**config.mk**
```make
export PLATFORM = sky130hd
export DESIGN_NAME = fifo_ctrl_flat
export DESIGN_NICKNAME = d
export VERILOG_FILES = /design/src/rtl/fifo_pkg.sv /design/src/rtl/fifo_ctrl_if.sv /design/src/rtl/fifo_ptr.sv /design/src/rtl/fifo_ctrl.sv /design/src/flat_wrapper.sv
export SDC_FILE = /design/constraint.sdc
export NUM_CORES = 1
export LEC_CHECK = 0
export BUFFER_PORTS_ARGS = -buffer_cell sky130_fd_sc_hd__buf_2
export CELL_PAD_IN_SITES_DETAIL_PLACEMENT = 0
export CELL_PAD_IN_SITES_GLOBAL_PLACEMENT = 2
export CORE_UTILIZATION = 35
export CTS_BUF_LIST = sky130_fd_sc_hd__clkbuf_4
export DETAILED_ROUTE_END_ITERATION = 6
export GPL_ROUTABILITY_DRIVEN = 0
export PLACE_DENSITY = 0.86
export SLEW_MARGIN = 20
export SYNTH_ARGS = -nofsm -noshare
export SYNTH_HDL_FRONTEND = slang
export SYNTH_SLANG_ARGS = --single-unit
```
**constraint.sdc**
```tcl
create_clock -name clk -period 4.8 [get_ports clk]
set_input_delay 0.72 -clock clk [delete_from_list [all_inputs] [get_ports clk]]
set_output_delay 0.72 -clock clk [all_outputs]
set_load 0.05 [all_outputs]
```
**src/rtl/fifo_pkg.sv**
```systemverilog
// Shared constants and types for the FIFO pointer/flag controller.
// Imported by the interface, the pointer sub-module and the top.
package fifo_pkg;

    localparam int FIFO_ADDR_SIZE = 4;
    localparam int FIFO_DEPTH     = 16;
    localparam int FIFO_AFULL     = 14;
    localparam int FIFO_AEMPTY    = 2;
    localparam int FIFO_CNT_W     = FIFO_ADDR_SIZE + 1;

    // {write, read} strobe pair, used to steer the occupancy update
    typedef enum logic [1:0] {
        OP_IDLE = 2'b00,
        OP_RD   = 2'b01,
        OP_WR   = 2'b10,
        OP_RW   = 2'b11
    } fifo_op_e;

endpackage

```
**src/rtl/fifo_ctrl_if.sv**
```systemverilog
// Request/strobe/status bundle between a FIFO user and fifo_ctrl.
// master = producer/consumer side, slave = the controller.
interface fifo_ctrl_if #(
    parameter int ADDR_SIZE = fifo_pkg::FIFO_ADDR_SIZE
);

    localparam int CNT_W = ADDR_SIZE + 1;

    logic                 clear;
    logic                 push;
    logic                 pop;
    logic                 write_en;
    logic                 read_en;
    logic [ADDR_SIZE-1:0] wr_addr;
    logic [ADDR_SIZE-1:0] rd_addr;
    logic                 rd_valid;
    logic [CNT_W-1:0]     count;
    logic                 full;
    logic                 empty;
    logic                 almost_full;
    logic                 almost_empty;
    logic                 overflow;
    logic                 underflow;

    modport master (
        output clear, push, pop,
        input  write_en, read_en, wr_addr, rd_addr,
        input  rd_valid, count, full, empty,
        input  almost_full, almost_empty,
        input  overflow, underflow
    );

    modport slave (
        input  clear, push, pop,
        output write_en, read_en, wr_addr, rd_addr,
        output rd_valid, count, full, empty,
        output almost_full, almost_empty,
        output overflow, underflow
    );

endinterface

```
**src/rtl/fifo_ptr.sv**
```systemverilog
// Wrapping RAM address pointer with increment enable and sync clear.
// Wraps through the natural overflow of the W-bit register.
module fifo_ptr #(
    parameter int W = fifo_pkg::FIFO_ADDR_SIZE
) (
    input  logic         clk,
    input  logic         reset,
    input  logic         i_clr,
    input  logic         i_inc,
    output logic [W-1:0] o_ptr
);

    logic [W-1:0] r_ptr;

    always_ff @(posedge clk or negedge reset) begin
        if (!reset) begin
            r_ptr <= '0;
        end else if (i_clr) begin
            r_ptr <= '0;
        end else if (i_inc) begin
            r_ptr <= r_ptr + 1'b1;
        end
    end

    assign o_ptr = r_ptr;

endmodule

```
**src/rtl/fifo_ctrl.sv**
```systemverilog
// FIFO pointer/flag controller driving a dual-port RAM with a
// one-cycle registered read; flags decode from the registered count.
module fifo_ctrl
    import fifo_pkg::*;
#(
    parameter int ADDR_SIZE     = FIFO_ADDR_SIZE,
    parameter int RAM_DEPTH     = FIFO_DEPTH,
    parameter int AFULL_THRESH  = FIFO_AFULL,
    parameter int AEMPTY_THRESH = FIFO_AEMPTY
) (
    input  logic       clk,
    input  logic       reset,
    fifo_ctrl_if.slave bus
);

    localparam int CNT_W = ADDR_SIZE + 1;
    localparam logic [CNT_W-1:0] L_DEPTH  = CNT_W'(RAM_DEPTH);
    localparam logic [CNT_W-1:0] L_AFULL  = CNT_W'(AFULL_THRESH);
    localparam logic [CNT_W-1:0] L_AEMPTY = CNT_W'(AEMPTY_THRESH);

    logic [CNT_W-1:0]     r_count;
    logic                 r_rd_valid;
    logic                 r_overflow;
    logic                 r_underflow;
    logic                 w_empty;
    logic                 w_full;
    logic                 w_read_en;
    logic                 w_write_en;
    logic [ADDR_SIZE-1:0] w_wr_ptr;
    logic [ADDR_SIZE-1:0] w_rd_ptr;
    fifo_op_e             w_op;

    assign w_empty = (r_count == '0);
    assign w_full  = (r_count == L_DEPTH);

    // Reset gates the strobes so the RAM sees no access while held
    assign w_read_en  = reset & ~bus.clear & bus.pop & ~w_empty;
    assign w_write_en = reset & ~bus.clear & bus.push
                      & (~w_full | w_read_en);
    assign w_op       = fifo_op_e'({w_write_en, w_read_en});

    fifo_ptr #(.W(ADDR_SIZE)) u_wr_ptr (
        .clk   (clk),
        .reset (reset),
        .i_clr (bus.clear),
        .i_inc (w_write_en),
        .o_ptr (w_wr_ptr)
    );

    fifo_ptr #(.W(ADDR_SIZE)) u_rd_ptr (
        .clk   (clk),
        .reset (reset),
        .i_clr (bus.clear),
        .i_inc (w_read_en),
        .o_ptr (w_rd_ptr)
    );

    always_ff @(posedge clk or negedge reset) begin
        if (!reset) begin
            r_count <= '0;
        end else if (bus.clear) begin
            r_count <= '0;
        end else begin
            unique case (w_op)
                OP_WR:   r_count <= r_count + 1'b1;
                OP_RD:   r_count <= r_count - 1'b1;
                default: r_count <= r_count;
            endcase
        end
    end

    always_ff @(posedge clk or negedge reset) begin
        if (!reset) begin
            r_rd_valid  <= 1'b0;
            r_overflow  <= 1'b0;
            r_underflow <= 1'b0;
        end else if (bus.clear) begin
            r_rd_valid  <= 1'b0;
            r_overflow  <= 1'b0;
            r_underflow <= 1'b0;
        end else begin
            r_rd_valid  <= w_read_en;
            r_overflow  <= r_overflow | (bus.push & ~w_write_en);
            r_underflow <= r_underflow | (bus.pop & ~w_read_en);
        end
    end

    always_ff @(posedge clk) begin
        a_params: assert (RAM_DEPTH == 2**ADDR_SIZE &&
                          AFULL_THRESH <= RAM_DEPTH);
    end

    assign bus.write_en     = w_write_en;
    assign bus.read_en      = w_read_en;
    assign bus.wr_addr      = w_wr_ptr;
    assign bus.rd_addr      = w_rd_ptr;
    assign bus.rd_valid     = r_rd_valid;
    assign bus.count        = r_count;
    assign bus.full         = w_full;
    assign bus.empty        = w_empty;
    assign bus.almost_full  = (r_count >= L_AFULL);
    assign bus.almost_empty = (r_count <= L_AEMPTY);
    assign bus.overflow     = r_overflow;
    assign bus.underflow    = r_underflow;

endmodule

```
**src/flat_wrapper.sv**
```systemverilog
// flat-port wrapper written by rule: the top's interface ports become plain ports
module fifo_ctrl_flat import fifo_pkg::*;
#(
    parameter int ADDR_SIZE     = FIFO_ADDR_SIZE,
    parameter int RAM_DEPTH     = FIFO_DEPTH,
    parameter int AFULL_THRESH  = FIFO_AFULL,
    parameter int AEMPTY_THRESH = FIFO_AEMPTY
)
  (clk, reset, bus_clear, bus_push, bus_pop, bus_write_en, bus_read_en, bus_wr_addr, bus_rd_addr, bus_rd_valid, bus_count, bus_full, bus_empty, bus_almost_full, bus_almost_empty, bus_overflow, bus_underflow);
  fifo_ctrl_if #(.ADDR_SIZE(ADDR_SIZE)) bus_i ();
  input  logic clk;
  input  logic reset;
  input wire logic [$bits(bus_i.clear)-1:0] bus_clear;
  input wire logic [$bits(bus_i.push)-1:0] bus_push;
  input wire logic [$bits(bus_i.pop)-1:0] bus_pop;
  output wire logic [$bits(bus_i.write_en)-1:0] bus_write_en;
  output wire logic [$bits(bus_i.read_en)-1:0] bus_read_en;
  output wire logic [$bits(bus_i.wr_addr)-1:0] bus_wr_addr;
  output wire logic [$bits(bus_i.rd_addr)-1:0] bus_rd_addr;
  output wire logic [$bits(bus_i.rd_valid)-1:0] bus_rd_valid;
  output wire logic [$bits(bus_i.count)-1:0] bus_count;
  output wire logic [$bits(bus_i.full)-1:0] bus_full;
  output wire logic [$bits(bus_i.empty)-1:0] bus_empty;
  output wire logic [$bits(bus_i.almost_full)-1:0] bus_almost_full;
  output wire logic [$bits(bus_i.almost_empty)-1:0] bus_almost_empty;
  output wire logic [$bits(bus_i.overflow)-1:0] bus_overflow;
  output wire logic [$bits(bus_i.underflow)-1:0] bus_underflow;
  assign bus_i.clear = bus_clear;
  assign bus_i.push = bus_push;
  assign bus_i.pop = bus_pop;
  assign bus_write_en = bus_i.write_en;
  assign bus_read_en = bus_i.read_en;
  assign bus_wr_addr = bus_i.wr_addr;
  assign bus_rd_addr = bus_i.rd_addr;
  assign bus_rd_valid = bus_i.rd_valid;
  assign bus_count = bus_i.count;
  assign bus_full = bus_i.full;
  assign bus_empty = bus_i.empty;
  assign bus_almost_full = bus_i.almost_full;
  assign bus_almost_empty = bus_i.almost_empty;
  assign bus_overflow = bus_i.overflow;
  assign bus_underflow = bus_i.underflow;
  fifo_ctrl #(.ADDR_SIZE(ADDR_SIZE), .RAM_DEPTH(RAM_DEPTH), .AFULL_THRESH(AFULL_THRESH), .AEMPTY_THRESH(AEMPTY_THRESH)) u_core (.clk(clk), .reset(reset), .bus(bus_i));
endmodule
```
Yosys cells after proc, flatten, opt, wreduce, memory -nomap -nowiden
Cells that the tools add are included.

Logic and storage cells: 43. Output and inout port bits: 22. Input port bits: 5. Register bits: 16.

Bitwise logic cells: 15. Magnitude comparators: 2. Reduce and logical (&&, ||, !) cells: 4. Eq/ne operators: 3. Add/subtract/negate cells: 4. Mux-type cells: 9.

Operators by type and width (number): two-way mux 4 bit (4); case mux 5 bit (2 select lines) (1); adder 4 x 1 -> 4 bit, second input constant (2); bitwise AND 1 bit (7); adder 5 x 1 -> 5 bit, second input constant (1); == test 5 bit, second input constant (1); greater-or-equal comparator 5 x 4 -> 1 bit, second input constant (1); <= comparator 5 x 2 -> 1 bit, second input constant (1); zero test 5 bit (1); two-way mux 5 bit (1); inverter 1 bit (5); subtractor 5 x 1 -> 5 bit, second input constant (1); nonzero test 2 bit (2); two-way mux 1 bit (3); bitwise OR 1 bit (3); nonzero test 3 bit (1); == test 2 x 1 -> 1 bit, second input constant (1); == test 2 bit, second input constant (1).

Depth between registers and ports, before layout
Depth in word-level cells: 10. Depth in mapped cells: 11. Depth with buffers taken out: 10.

Modules after synthesis
A second synthesis with hierarchy kept.

Cells, all modules: 95. Area total of the unflattened synthesis: 975.9 um^2.

Modules (own cells, without submodules): fifo_ctrl (area each 590.6 um^2, times used 1, cells each 63); fifo_ptr (area each 192.7 um^2, times used 2, cells each 16).

Worst setup path before layout
No wires, ideal clock.

Path type: flip-flop to output port. Start: reg u_core.r_count[4], in the netlist u_core.bus.count[4]. End: out bus_almost_empty. Required time: 4.080 ns. Data arrival time: 3.285 ns. Setup slack: 0.795 ns. Stages on the path, launching flop included: 3. Path through: dfrtp_1 buf_2 a2111oi_0.

Longest elaborated chain between the ends: 1.

Ends and longest elaborated chain: start, declared (line fifo_ctrl.sv:21) `logic [CNT_W-1:0] r_count;`; start signal, assigned (line fifo_ctrl.sv:65) `OP_WR: r_count <= r_count + 1'b1;`; start signal, assigned (line fifo_ctrl.sv:66) `OP_RD: r_count <= r_count - 1'b1;`; start signal, assigned (line fifo_ctrl.sv:67) `default: r_count <= r_count;`; <= comparator 5 x 2 -> 1 bit (line fifo_ctrl.sv:102) `assign bus.almost_empty = (r_count <= L_AEMPTY);`; end, declared (line flat_wrapper.sv:25) `output wire logic [$bits(bus_i.almost_empty)-1:0] bus_almost_empty;`.

No other way between the ends.

Final worst setup path
Start: reg u_core.r_count[1], in the netlist u_core.bus.count[1]. End: out bus_write_en.

Longest elaborated chain between the ends: 5. Elaborated cells on any way between the ends: 7.

Ends and longest elaborated chain: zero test 5 bit (line fifo_ctrl.sv:33) `assign w_empty = (r_count == '0);`; inverter 1 bit (line fifo_ctrl.sv:37) `assign w_read_en = reset & ~bus.clear & bus.pop & ~w_empty;`; bitwise AND 1 bit (line fifo_ctrl.sv:37); bitwise OR 1 bit (*) (line fifo_ctrl.sv:39) `& (~w_full | w_read_en);`; bitwise AND 1 bit (*) (line fifo_ctrl.sv:39); end, declared (line flat_wrapper.sv:16) `output wire logic [$bits(bus_i.write_en)-1:0] bus_write_en;`.

Mark *: on every way between the ends. The rest lies on a longest branch, timed or not.

==> results.toml <==
[critical_path]
worstPathRequired_ps = 4080
crit_family = "simple AND/OR/NAND/NOR gates"
crit_path_max_incr_delay_ps = 800
startpoint_type = "register"
crit_type = "register to output pin"
worstPathMaxFanout = 9
cp_cell_sequence = "or4_1 > o211ai_4 > inv_1 > buf_2"
crit_arrival_ps = 2250
cp-end-kind = "output pin"
slowest_stage = "or4_1"
critPathBufInv = 2

[floorplanning]
die_x_um = 56.8
core_area_mm2 = 0.00281
die_h_um = 56.8
io_pins = 27
dieArea_mm2 = 0.00323
initial_core_util = 0.375
rows = 19

[layout]
area_delta_synth_final_pct = 15.4
drive_gt1_frac = 0.235
multiInputGateArea_um2 = 587
n_antenna_cell = 0
ff_latch_area_um2 = 400
final_common_cell = "buf_2"
fillers = 308
final_cell_mix = "buf_2, dfrtp_1, nor2_1, a21oi_1, inv_1"
design_area_mm2 = 0.00121
nets = 148

[grt]
grt_overflow = 0
grt_pass1_wl_um = 4170
grt_max_degree = 20
antenna_found_initial = 0
grt.total_usage = 0.168
grt_pass1_vias = 902

[sta]
max_freq_ghz = 0.337
finalCritPeriodShare = 0.618
hold_viol_final = 0
setup-violations-final = 0
slew_headroom = 0.624
tns_ps = 0
tightestPinTransition_ps = 563
slew_viol_final = 0
rsz0062_at_grt = "false"
fin_crit_ps = 2970
fin_worst_skew_ps = 11.5

[min_path]
hp-class = "input port to async pin"

[synth]
syn_nets = 123
postSynthAreaPerCell_um2 = 9.38
syn-cell-area_mm2 = 0.00105
ys_seq_area_frac = 0.381
ys_types = 39
synth_cells = 112
synth-seq-cells = 16
ys_warn_count = 0

[placed_design]
io_buffers = 26
dpl.hpwl_um = 1730
place_area_mm2 = 0.00119

[pwr]
vdd_drop_max_uv = 149
p_sw_frac = 0.346
power_density_mw_per_mm2 = 232
p_switching_mw = 0.0971
p_clk_frac = 0.271
p_comb_frac = 0.220
leakagePower_nw = 0.629
p_seq_frac = 0.509
power.internal_mw = 0.184

[drt]
first_pass_iters = 6
wl_per_cell_um = 14.4
viasPerCell = 5.52
first_iter_violations = 38
drc_errors = 6
detail-route-antenna-nets = 0
drt-total-wl_um = 2400
vias = 922

[cts]
hold_buffers = 0
htreeDepth = 1
cts-root-buf = "clkbuf_4"
numCtsBuffers = 3
cts_tree = "done"
clock_latency_ps = 290
cts_setup_buffers = 0
ctsResizeCount = 0
clk_transition_reported_paths_ps = 110
clock-sinks = 16
ctsLongestPathBuffers = 2

[outcome]
status = "complete, but fails checks"
violations = "design-rule violations"

[job]
maxCapViolCount = 0
[power by group through the flow]
stage / logic [mW] / registers (mW) / clock network, mW
after global placement: 0.0620 / 0.145 / 0
after global routing: 0.0664 / 0.144 / 0.0879
after CTS: 0.0621 / 0.143 / 0.0785
final: 0.0618 / 0.143 / 0.0761
after floorplan: 0.0359 / 0.157 / 0
after detailed placement: 0.0621 / 0.146 / 0
[final timing paths]
path	startpoint	end	cells after the start	slack (ps)
setup / recovery	u_core.bus.count[1]	bus_write_en	4	1830
max in group asynchronous	reset	u_core.u_rd_ptr.o_ptr[3]	1	4170
min in group clk	u_core.bus.underflow	u_core.bus.underflow	2	500
setup reg to reg	u_core.bus.count[1]	u_core.bus.count[3]	10	1850
hold / removal	reset	u_core.bus.count[4]	1	340
hold reg to reg	u_core.bus.underflow	u_core.bus.underflow	2	500
[layer usage]
layer  vias up  GRT usage  routed length [um]
li1        454          -                   -
met1       442      0.224                1160
met2        24      0.279                1110
met3         2     0.0207                 107
met4         0     0.0627                  19
met5         -          0                   0
[flip-flops by register name (all words and copies together), names as in the netlist]
name,cells
u_core.bus.rd_valid,1
u_core.bus.count,5
u_core.bus.underflow,1
u_core.u_wr_ptr.o_ptr,4
u_core.bus.overflow,1
u_core.u_rd_ptr.o_ptr,4
[worst register-to-register path, delay by kind of cell, from the launching register on]
kind,cells,cell delay (ps)
simple gates,2,1000
compound gates,4,750
flops,1,480
fa+ha+maj,1,280
buf+inv,2,190
xor+xnor,1,150
[layout make-up]
cell class,count,area share
clock buffer,3,0.0186
clock inverter,1,0.00310
inverter,8,0.0248
multi-input combinational,82,0.484
sequential,16,0.330
tap,31,0.0320
timing repair buffer,26,0.107
[through the flow]
step	instances	setup WS, ps	hold slack (ps)	utilization	total power [mW]
final	167	1830	338	0.432	0.281
after global routing	167	1670	354	0.432	0.298
after CTS	167	1820	345	0.432	0.284
after detailed placement	163	1790	488	0.423	0.208
after global placement	163	1800	479	0.423	0.207
after floorplan	112	795	424	-	0.193
[synth_stat cells]
cell,n,area [um^2]
a2111oi_0,1,8.76
a211oi_1,2,15.0
a21boi_1,1,7.51
a21o_1,2,15.0
a21oi_1,8,40.0
a32oi_1,1,8.76
and3_1,1,6.26
and3b_1,1,8.76
buf_2,3,15.0
buf_6,1,11.3
clkbuf_1,2,7.51
dfrtp_1,16,400
fa_1,1,20.0
ha_1,5,62.6
inv_1,7,26.3
inv_2,1,3.75
mux2i_1,1,10.0
nand2_1,3,11.3
nand2b_1,3,18.8
nand3_1,4,20.0
nand4_1,1,6.26
nand4b_1,3,26.3
nor2_1,14,52.6
nor2b_1,4,25.0
nor4_1,1,6.26
nor4bb_1,1,10.0
o2111ai_1,2,17.5
o211a_1,1,10.0
o211ai_1,6,45.0
o211ai_4,1,21.3
o21ai_0,2,10.0
o21ai_1,1,5.00
o21ai_4,1,16.3
o41ai_1,1,8.76
or2b_1,1,7.51
or3_1,1,6.26
or4_1,1,7.51
xnor2_1,1,8.76
xor2_1,5,43.8
[logic make-up after synthesis]
| logic type | Yosys count | synth area share |
|---|---|---|
| AO/OA/AOI/OAI | 30 | 0.218 |
| XOR/XNOR | 6 | 0.0500 |
| AND/OR/NAND/NOR | 39 | 0.202 |
| buffers and inverters | 14 | 0.0607 |
| multiplexers | 1 | 0.00952 |
| flip-flops | 16 | 0.381 |
| adder cells (fa/ha/maj) | 6 | 0.0786 |
Note: power is estimated with default switching activity, not from simulation.
